[config.mk]
export PLATFORM = sky130hd
export DESIGN_NAME = ab_input_debounce
export DESIGN_NICKNAME = d
export VERILOG_FILES = /design/src/rtl/ab_input_debounce.sv
export SDC_FILE = /design/constraint.sdc
export NUM_CORES = 1
export LEC_CHECK = 0
export ABC_AREA = 1
export BUFFER_PORTS_ARGS = -buffer_cell sky130_fd_sc_hd__buf_4
export CORE_MARGIN = 1
export CORE_UTILIZATION = 25
export DETAILED_ROUTE_END_ITERATION = 8
export GPL_TIMING_DRIVEN = 0
export PLACE_DENSITY = 0.38
export SYNTH_ARGS = -nofsm -noshare
export SYNTH_HDL_FRONTEND = slang
export SYNTH_HIERARCHICAL = 1
export SYNTH_SLANG_ARGS = --single-unit
[constraint.sdc]
create_clock -name clk -period 1 [get_ports clk]
set_input_delay 0.2 -clock clk [delete_from_list [all_inputs] [get_ports clk]]
set_output_delay 0.2 -clock clk [all_outputs]
set_load 0.02 [all_outputs]
[src/rtl/ab_input_debounce.sv]
// ab_input_debounce: conditions two raw, asynchronous switch lines into
// clean synchronized levels (a, b) that feed the AND gate directly, plus
// one-cycle rise/fall event pulses per channel. The channels are identical
// and fully independent; each is an instance of ab_input_debounce_chan.

// One debounce channel: two-flop synchronizer, stability counter,
// accepted level and registered edge pulses.
module ab_input_debounce_chan #(
  parameter int DB_CYCLES = 4,
  parameter int CNT_W     = 8
) (
  input  logic clk,
  input  logic rst,
  input  logic raw,
  output logic level,
  output logic rise,
  output logic fall
);

  // Counter value at which the DB_CYCLES-th disagreeing sample is seen.
  // DB_CYCLES may equal 2^CNT_W, so the last count still fits in CNT_W bits.
  localparam logic [CNT_W-1:0] CNT_LAST = CNT_W'(DB_CYCLES - 1);
  localparam logic [CNT_W-1:0] CNT_ONE  = CNT_W'(1);
  localparam logic [CNT_W-1:0] CNT_ZERO = {CNT_W{1'b0}};

  // Synchronizer stages; only s2_r is used by the debounce logic.
  logic             s1_r;
  logic             s2_r;

  // Accepted level, stability counter and pulse registers.
  logic             q_r;
  logic [CNT_W-1:0] cnt_r;
  logic             rise_r;
  logic             fall_r;

  // Next-state values from the debounce decision.
  logic             q_s;
  logic [CNT_W-1:0] cnt_s;
  logic             rise_s;
  logic             fall_s;
  logic             differs_s;
  logic             at_last_s;

  // Two-flop synchronizer bringing the asynchronous raw line into clk.
  always_ff @(posedge clk) begin
    if (rst) begin
      s1_r <= 1'b0;
      s2_r <= 1'b0;
    end else begin
      s1_r <= raw;
      s2_r <= s1_r;
    end
  end

  // Debounce decision: count consecutive disagreeing samples, accept on the
  // DB_CYCLES-th one, and restart the count on any agreement with q.
  always_comb begin
    q_s       = q_r;
    cnt_s     = cnt_r;
    rise_s    = 1'b0;
    fall_s    = 1'b0;
    differs_s = (s2_r != q_r);
    at_last_s = (cnt_r == CNT_LAST);
    if (!differs_s) begin
      cnt_s = CNT_ZERO;
    end else if (at_last_s) begin
      q_s    = s2_r;
      cnt_s  = CNT_ZERO;
      rise_s = s2_r;
      fall_s = ~s2_r;
    end else begin
      cnt_s = cnt_r + CNT_ONE;
    end
  end

  // Debounce state and pulse registers; reset overrides any pending accept.
  always_ff @(posedge clk) begin
    if (rst) begin
      q_r    <= 1'b0;
      cnt_r  <= CNT_ZERO;
      rise_r <= 1'b0;
      fall_r <= 1'b0;
    end else begin
      q_r    <= q_s;
      cnt_r  <= cnt_s;
      rise_r <= rise_s;
      fall_r <= fall_s;
    end
  end

  assign level = q_r;
  assign rise  = rise_r;
  assign fall  = fall_r;

endmodule

// Top level: two independent debounce channels, A and B.
module ab_input_debounce #(
  parameter int DB_CYCLES = 4,
  parameter int CNT_W     = 8
) (
  input  logic clk,
  input  logic rst,
  input  logic a_raw,
  input  logic b_raw,
  output logic a,
  output logic b,
  output logic a_rise,
  output logic a_fall,
  output logic b_rise,
  output logic b_fall
);

  ab_input_debounce_chan #(
    .DB_CYCLES (DB_CYCLES),
    .CNT_W     (CNT_W)
  ) u_chan_a (
    .clk   (clk),
    .rst   (rst),
    .raw   (a_raw),
    .level (a),
    .rise  (a_rise),
    .fall  (a_fall)
  );

  ab_input_debounce_chan #(
    .DB_CYCLES (DB_CYCLES),
    .CNT_W     (CNT_W)
  ) u_chan_b (
    .clk   (clk),
    .rst   (rst),
    .raw   (b_raw),
    .level (b),
    .rise  (b_rise),
    .fall  (b_fall)
  );

endmodule
==> results of run 1 <==
worst max-delay path by stage:
stage                            from           endpoint  slack (ps)  depth (start not counted)
finish              u_chan_b/cnt_r[1]  u_chan_b/cnt_r[5]         -70                          8
global route        u_chan_a/cnt_r[0]     u_chan_a/level        -140                          7
floorplan           u_chan_a/cnt_r[0]  u_chan_a/cnt_r[5]         0.9                          8
CTS                 u_chan_a/cnt_r[1]     u_chan_a/level         -80                          7
detailed placement  u_chan_a/cnt_r[0]     u_chan_a/level         -80                          7
global placement    u_chan_a/cnt_r[0]  u_chan_a/cnt_r[5]         -70                          8
Yosys cell counts (all sizes together):
master,number,area [um2]
nand3,14,80.08
dfxtp,26,520.5
inv,38,142.6
nor2,24,100.1
nand2,42,215.2
o21ai,4,20.02
clkinv,2,10.01
nor3,2,10.01
nand4,4,25.02
ha,2,25.02
a21oi,10,80.08
worst register-to-register path, cell delays in order (launching register included):
cell and delay [ps]:
dfxtp_4 380, ha_4 150, nand2_2 70, nor2_4 90, nand2_4 80, nand2_8 100
inv_2 30, nand2_1 50, inv_1 30
cell type report:
class / instances / area, um2 / area share
multi-input cells: 102 / 634.4 / 0.3942
flip-flops and latches: 26 / 539.3 / 0.3351
inverters: 40 / 152.6 / 0.09487
repair buffers: 15 / 127.6 / 0.07932
well taps: 67 / 83.83 / 0.05210
clock buffers: 3 / 41.29 / 0.02566
clock inverters: 1 / 30.03 / 0.01866
layer usage:
layer | share of wire | vias to the layer above | routed length [um] | global-route usage
met5 | 0 | - | 0 | 0
met3 | 0.016 | 2 | 37 | 0.02083
li1 | - | 547 | - | -
met1 | 0.47 | 459 | 1065 | 0.1145
met4 | 0.011 | 0 | 25 | 0.03922
met2 | 0.50 | 4 | 1122 | 0.1620
metrics by stage:
stage / instances / cell area [um2] / TNS, ps
2_1_floorplan: 168 / 1276 / 0
3_3_place_gp: 244 / 1428 / -273.2
3_5_place_dp: 244 / 1428 / -479.5
4_1_cts: 251 / 1534 / -501.8
5_1_grt: 254 / 1609 / -1743
6_report: 254 / 1609 / -368.0
report_power, final:
group	switching, uW	internal [uW]
Combinational	30.0	23.1
Clock	337	535
Sequential	8.60	1040
Total	375	1600
repair_timing:
action | CTS | global route
gates resized for setup | 7 | 20
endpoints found under the setup margin | 20 | 24
setup buffers | 3 | 3
pin swaps | 7 | 8
cell families (layout without fill, tap and decap cells):
kind of cell,count (synthesis),count (layout),share of synthesized area
compound gates,14,14,0.08147
fa+ha+maj,2,2,0.02036
buf+inv,40,59,0.1242
flops,26,26,0.4236
simple gates,86,86,0.3503
==> impl_results.md, run 1 <==
* Status: finished, violations left
* Failing checks: negative setup slack
* Vias in the first global route at 928
* N_diodes at 0
* Post-Syn Instances at 168
* Remaining antenna violation count at 0
* Initial drt markers at 43
* Io pins at 10
* GR Overflow Total at 0
* DR WL/cell at 8.858 um
* RSZ-0062 raised after global routing: yes
* Crit-path cells: ha_4, nand2_2, nor2_4, nand2_4, nand2_8, inv_2, nand2_1, inv_1
* CTS tree: built
* Reg2reg setup slack at -70 ps
* Worst Path Arrival at 1250 ps
* Max Cap Viol at 0
* Worst-margin pin slew at 200.8 ps
* Register clock-pin slew on the reported worst setup and hold paths at 90 ps
* Setup violators final at 14
* Synthesized flop and latch total at 26
* VDD IR max at 0.6691 mV
* CP Max Fanout at 8
* Total Wirelength at 2250 um
* Vias/cell at 3.984
* Initial antenna violation count at 0
* Worst Path Buf+Inv at 2
* Final min period at 1071 ps
* F_max at 0.9339 GHz
* DP HPWL at 1678 um
* Data required, critical path at 1180 ps
* Period utilization at 1.071
* PwrDens at 1227 nW/um2
* First-pass GRT wire length at 3877 um
* Top delay family on crit path: flip-flops
* Die X-Extent at 72.11 um
* Worst r2r src: u_chan_b/cnt_r[1]
* Fin. Hold Viols at 0
* Crit path launch type: register
* Worst hold path class: in2reg
* H-Tree Depth at 1
* Max-Slew Margin vs Limit at 0.8648
* Static leakage at 0.0006586 uW
* Crit Path Category: reg2reg
* Area Growth Syn to Fin at 30.96%
* Pre-Repair DR Iteration Count at 4
* Top Registers: u_chan_a/cnt_r x8, u_chan_b/cnt_r x8
* Placement row count at 25
* Synth cell types at 18
* Worst-Skew Late Latency at 270 ps
* Largest net degree at the start of global routing at 16
* Die Height at 72.11 um
* Worst Hold End: u_chan_b/s2_r
* Final Skew at 3.917 ps
* CP Capture Type: register
* Commonest non-fill, non-tap cell in the layout: nand2_1
* Final Wtd Congestion at 0.7610
* CP max stage delay at 380 ps
* Power Total at 1974 uW
* Gr usage total at 0.09469
* Register area share after synthesis at 0.4236
* Die area at 5199 um2
* Clock Sinks at 26
* DRC at 0
* CTS Buf Count at 3
* Critical path's slowest cell: dfxtp_4
* Fin Hold WS at 121.0 ps
* Final net count at 194
* Most frequent cells in the layout: nand2_1, inv_1, inv_2, nor2_1, dfxtp_1
* Via count at 1012
* Reg-to-reg endpoint: u_chan_b/cnt_r[5]
* Final Util at 0.3407
* Reg2reg path depth at 8
* Syn. warnings at 6
* Share of cells above drive strength 1 at 0.4439
* # port buffers at 9
* Setup WS post-layout at -70.72 ps
* Final Slew Violations at 0
* Clock Tree Buf Depth at 2
* Syn_area_per_cell at 7.314 um2
* Hold Path Origin: rst
* WHS Path Cells at 2
* Syn Nets at 174
* Final-layout fill cell count at 502
* # hold bufs at CTS at 0
* Initial core utilization at 0.2601
* Core Box Area at 4723 um2
* Post-Syn Area at 1229 um2
* Post-place setup slack at -82.25 ps
* Clock root buffer: clkbuf_8
(Power assumes the default switching activity.)
==> run 2, diff against run 1 <==
--- a/config.mk
+++ b/config.mk
@@ -8,10 +8,10 @@
 export ABC_AREA = 1
 export BUFFER_PORTS_ARGS = -buffer_cell sky130_fd_sc_hd__buf_4
 export CORE_MARGIN = 1
-export CORE_UTILIZATION = 25
+export CORE_UTILIZATION = 52
 export DETAILED_ROUTE_END_ITERATION = 8
 export GPL_TIMING_DRIVEN = 0
-export PLACE_DENSITY = 0.38
+export PLACE_DENSITY = 0.71
 export SYNTH_ARGS = -nofsm -noshare
 export SYNTH_HDL_FRONTEND = slang
 export SYNTH_HIERARCHICAL = 1
==> constraint.sdc (replaced) <==
create_clock -name clk -period 0.95 [get_ports clk]
set_input_delay 0.19 -clock clk [delete_from_list [all_inputs] [get_ports clk]]
set_output_delay 0.19 -clock clk [all_outputs]
set_load 0.02 [all_outputs]
==> run 2 against run 1 <==
  * The flow still finishes with violations (negative setup slack)
  * Fmax is 1.7% lower
  * Worst setup slack worse by 69 ps
  * Final area is 1.6% lower
  * Hold slack worse by 65 ps
  * Sequential cell count stayed put
  * Total power is 2.6% lower
  * Clock power is 14% lower
  * Clock skew is 1.3 ps lower
  * Register-to-register slack worse by 70 ps
  * Final cell count is 15% lower
==> impl_results.md, run 2 (synthesis results as in run 1) <==
* Status: finished, violations left
* Failing checks: negative setup slack
* # hold bufs at CTS at 0
* Largest net degree at the start of global routing at 16
* VDD IR max at 0.8732 mV
* DR WL/cell at 10.66 um
* First-pass GRT wire length at 3574 um
* Vias in the first global route at 903
* Non-filler instance count after layout at 215
* N_diodes at 0
* Final Util at 0.7161
* Setup WS post-layout at -139.3 ps
* Top Registers: u_chan_a/cnt_r x8, u_chan_b/cnt_r x8
* Worst Path Arrival at 1350 ps
* Data required, critical path at 1210 ps
* CP Max Fanout at 3
* Worst-margin pin slew at 215.5 ps
* Vias/cell at 4.772
* Most frequent cells in the layout: nand2_1, inv_1, inv_2
* Clock Sinks at 26
* Remaining antenna violation count at 0
* Final Wtd Congestion at 0.8232
* H-Tree Depth at 1
* Gr usage total at 0.1865
* DP Area at 1379 um2
* Initial antenna violation count at 0
* Die X-Extent at 50.61 um
* Worst-Skew Late Latency at 310 ps
* Final Slew Violations at 0
* CTS Buf Count at 3
* Initial core utilization at 0.5554
* Period utilization at 1.147
* PwrDens at 1213 nW/um2
* Pre-Repair DR Iteration Count at 4
* DRC at 0
* Setup violators final at 27
* Max Cap Viol at 0
* Die area at 2561 um2
* GR peak layer: met2
* Worst hold path class: in2reg
* Core Box Area at 2212 um2
* Crit-path cells: ha_4, inv_2, nor2_2, nand2_1, nor2_1, nand2_1, a21oi_2
* Cell repeated most along the worst path: nand2_1
* Final-layout fill cell count at 172
* # placed instances at 205
* Share of cells above drive strength 1 at 0.4759
* CP Capture Type: register
* GR Util met2 at 0.3467
* Via count at 1026
* Io pins at 10
* # port buffers at 9
* Area Growth Syn to Fin at 28.92%
* Final Skew at 2.586 ps
* Met1 Use GR at 0.2119
* Final net count at 194
* Placement row count at 17
* Post-place setup slack at -149.5 ps
* Static leakage at 0.0006525 uW
* F_max at 0.9180 GHz
* RSZ-0062 raised after global routing: yes
* Clock Tree Buf Depth at 2
* Critical path's slowest cell: dfxtp_2
* Initial drt markers at 10
* Total Wirelength at 2291 um
* Design area at 1584 um2
* Crit Path Category: reg2reg
* Die Height at 50.61 um
* CTS tree: built
* Met3 GRT Util at 0.02727
* Fin. Hold Viols at 0
* Crit path launch type: register
* Register clock-pin slew on the reported worst setup and hold paths at 140 ps
* DP HPWL at 1607 um
* Clock root buffer: clkbuf_4
* CP max stage delay at 380 ps
* Max-Slew Margin vs Limit at 0.8561
* Setup TNS at -1770 ps
* Final min period at 1089 ps
* Commonest non-fill, non-tap cell in the layout: nand2_1
* GR Overflow Total at 0
## run 2: path summary, 6_finish.rpt
path,startpoint,end,slack (ps),cells past startpoint
hold / removal,rst,u_chan_b/s2_r,60,2
setup / recovery,u_chan_b/cnt_r[1],u_chan_b/level,-140,7
hold reg to reg,u_chan_b/s1_r,u_chan_b/s2_r,410,2
setup reg to reg,u_chan_b/cnt_r[1],u_chan_b/level,-140,7
## run 2: routing by layer
metal	vias up	part of all wire	routed length, um
li1	551	-	-
met1	465	0.46	1056
met2	8	0.51	1167
met3	2	0.021	48
met4	0	0.0074	17
met5	-	0	0
## run 2: metrics by stage
stage	power, uW	hold slack, ps
floorplan	1165	261.2
global placement	1182	391.7
detailed placement	1185	400.3
CTS	1935	41.88
global route	2001	32.94
finish	1922	56.00
## run 2: repair_timing
item	CTS	global route
buffers inserted	5	1
resized for setup	24	17
pin swaps	4	1
hold endpoints to repair	0	0
endpoints found under the setup margin	28	28
## run 2: worst max-delay path, delay by kind of cell (launching register included)
| family | cells | cell delay, ps |
|---|---|---|
| compound gates | 1 | 120 |
| flops | 1 | 380 |
| simple gates | 4 | 320 |
| fa+ha+maj | 1 | 170 |
| buf+inv | 1 | 50 |
## run 2: final cells by class
| type | instances | area (um2) | share of cell area |
|---|---|---|---|
| Clock buffer | 3 | 22.52 | 0.01422 |
| Sequential cell | 26 | 539.3 | 0.3404 |
| Clock inverter | 1 | 30.03 | 0.01896 |
| Multi-Input combinational cell | 102 | 665.6 | 0.4202 |
| Tap cell | 28 | 35.03 | 0.02212 |
| Timing Repair Buffer | 15 | 138.9 | 0.08768 |
| Inverter | 40 | 152.6 | 0.09637 |
## run 2: power breakdown
part | switching (uW) | total [uW] | leakage [uW] | internal [uW]
logic | 36.8 | 63.5 | 0.000407 | 26.8
clock network | 322 | 748 | 0.0000279 | 426
registers | 8.47 | 1110 | 0.000218 | 1100
total | 367 | 1920 | 0.000653 | 1550
==> run 3, diff against run 2 <==
==> constraint.sdc (replaced) <==
create_clock -name clk -period 0.88 [get_ports clk]
set_input_delay 0.176 -clock clk [delete_from_list [all_inputs] [get_ports clk]]
set_output_delay 0.176 -clock clk [all_outputs]
set_load 0.05 [all_outputs]
==> run 3 against run 2 <==
  * The flow still finishes with violations (negative setup slack)
  * Via count shrank 1.3%
  * Final cell count stayed put
  * Highest routed layer unchanged
  * Sequential share of layout area is 0.41 points lower
  * Critical path depth up 1
  * Die area stayed put
  * Sequential power up 7%
  * Worst setup slack got worse by 67 ps
  * Critical endpoint is now u_chan_a/cnt_r[5]
  * Global-route usage increased by 0.16 points
  * Utilization is 2.9 points higher
  * Fmax is 0.25% higher
  * Clock skew increased by 3.9 ps
==> impl_results.md, run 3 (synthesis results as in run 1) <==
* Status: finished, violations left
* Failing checks: negative setup slack
* Register clock-pin slew on the reported worst setup and hold paths at 140 ps
* Net Sw Frac at 0.1847
* CTS tree: built
* Crit Path Category: reg2reg
* Initial drt markers at 16
* Final Wtd Congestion at 0.8465
* Clock Tree Buf Depth at 2
* Pint at 1663 uW
* Worst hold path class: in2reg
* Area Growth Syn to Fin at 34.11%
* Most frequent cells in the layout: nand2_1, inv_1, nor2_1
* CP Max Fanout at 8
* Final Util at 0.7449
* Via count at 1013
* Placement row count at 17
* Max-Slew Margin vs Limit at 0.8715
* Part of the power in registers at 0.582
* Pre-Repair DR Iteration Count at 4
* Fin Hold WS at 35.68 ps
* Top Registers: u_chan_a/cnt_r x8, u_chan_b/cnt_r x8
* Worst-margin pin slew at 192.5 ps
* Worst r2r src: u_chan_a/cnt_r[1]
* WHS Path Cells at 2
* CP Depth at 8
* # hold bufs at CTS at 0
* Largest net degree at the start of global routing at 16
* # port buffers at 9
* Io pins at 10
* CP endpoint: u_chan_a/cnt_r[5]
* H-Tree Depth at 1
* CP max stage delay at 380 ps
* Clock Sinks at 26
* Max Cap Viol at 0
* Crit-path cells: ha_4, nand2_4, nor2_4, nand2_4, nand2_8, inv_2, nand2_2, inv_2
* Share of cells above drive strength 1 at 0.5027
* DP Area at 1396 um2
* Crit path launch type: register
* Fin. Hold Viols at 0
* Die X-Extent at 50.61 um
* Core Box Area at 2212 um2
* Post-place setup slack at -180.2 ps
* Setup violators final at 28
* DP HPWL at 1517 um
* Setup WS post-layout at -206.6 ps
* Final Skew at 6.472 ps
* F_max at 0.9203 GHz
* CP Capture Type: register
* Gr usage total at 0.1882
* Initial core utilization at 0.5554
* Worst Path Arrival at 1310 ps
* Top delay family on crit path: simple AND/OR/NAND/NOR gates
* Comb pwr share at 0.032
* Worst setup path start: u_chan_a/cnt_r[1]
* RSZ-0062 raised after global routing: yes
* P_sw at 376.6 uW
* Period utilization at 1.235
* Critical path's slowest cell: dfxtp_2
* PwrDens at 1238 nW/um2
* Initial antenna violation count at 0
* Design area at 1648 um2
* Clock root buffer: clkbuf_4
* Final net count at 194
* First-pass GRT wire length at 3691 um
* Power Total at 2039 uW
* Die Height at 50.61 um
* Total Wirelength at 2197 um
* GR Overflow Total at 0
* Final Slew Violations at 0
* Reg-to-reg endpoint: u_chan_a/cnt_r[5]
* Remaining antenna violation count at 0
* Die area at 2561 um2
* N_diodes at 0
* Power share of the clock group at 0.387
* Static leakage at 0.0007135 uW
* Vias/cell at 4.712
* DR WL/cell at 10.22 um
* Worst-Skew Late Latency at 310 ps
* Commonest non-fill, non-tap cell in the layout: nand2_1
* Worst Path Buf+Inv at 2
* Vias in the first global route at 968
* CTS Buf Count at 3
* Data required, critical path at 1110 ps
* Reg2reg setup slack at -210 ps
* DRC at 0
* Reg2reg path depth at 8
* VDD IR max at 0.7885 mV
* Final min period at 1087 ps
-- run 3: worst min path at each step --
stage               start            end  slack [ps]
floorplan             rst  u_chan_a/s1_r         250
global placement    a_raw  u_chan_a/s1_r         380
detailed placement    rst  u_chan_a/s2_r         380
CTS                   rst  u_chan_a/s2_r          20
global route          rst  u_chan_a/s2_r          20
finish                rst  u_chan_a/s2_r          40
-- run 3: area by class of cell --
type / count / area, um2
Clock inverter: 1 / 30.03
Sequential cell: 26 / 554.3
Timing Repair Buffer: 15 / 161.4
Inverter: 40 / 162.7
Fill cell: 162 / 564.3
Multi-Input combinational cell: 102 / 681.9
Clock buffer: 3 / 22.52
Tap cell: 28 / 35.03
-- run 3: routing by layer --
metal	part of all wire	track usage	routed length (um)	vias to the layer above
met5	0	0	0	-
met4	0.0077	0.06944	17	0
met3	0.018	0.02727	40	4
met2	0.53	0.3689	1174	11
met1	0.44	0.1981	964	448
li1	-	-	-	550
-- run 3: power by group through the flow --
stage / sequential (uW) / combinational, uW / clock (uW)
after global placement: 1220 / 54.0 / 0
final: 1190 / 64.6 / 789
after detailed placement: 1220 / 56.0 / 0
after CTS: 1190 / 62.4 / 828
after floorplan: 1220 / 37.2 / 0
after global routing: 1190 / 73.1 / 873
-- run 3: what timing repair did --
| action | in CTS | in global routing |
|---|---|---|
| resized for setup | 26 | 27 |
| setup buffers | 4 | 2 |
| endpoints found under the setup margin | 28 | 28 |
| pin swaps | 3 | 7 |
-- run 3: per-stage QoR --
stage,setup TNS [ps],cells
global route,-5402,215
finish,-3713,215
floorplan,-1172,168
CTS,-3589,213
global placement,-2508,205
detailed placement,-2707,205
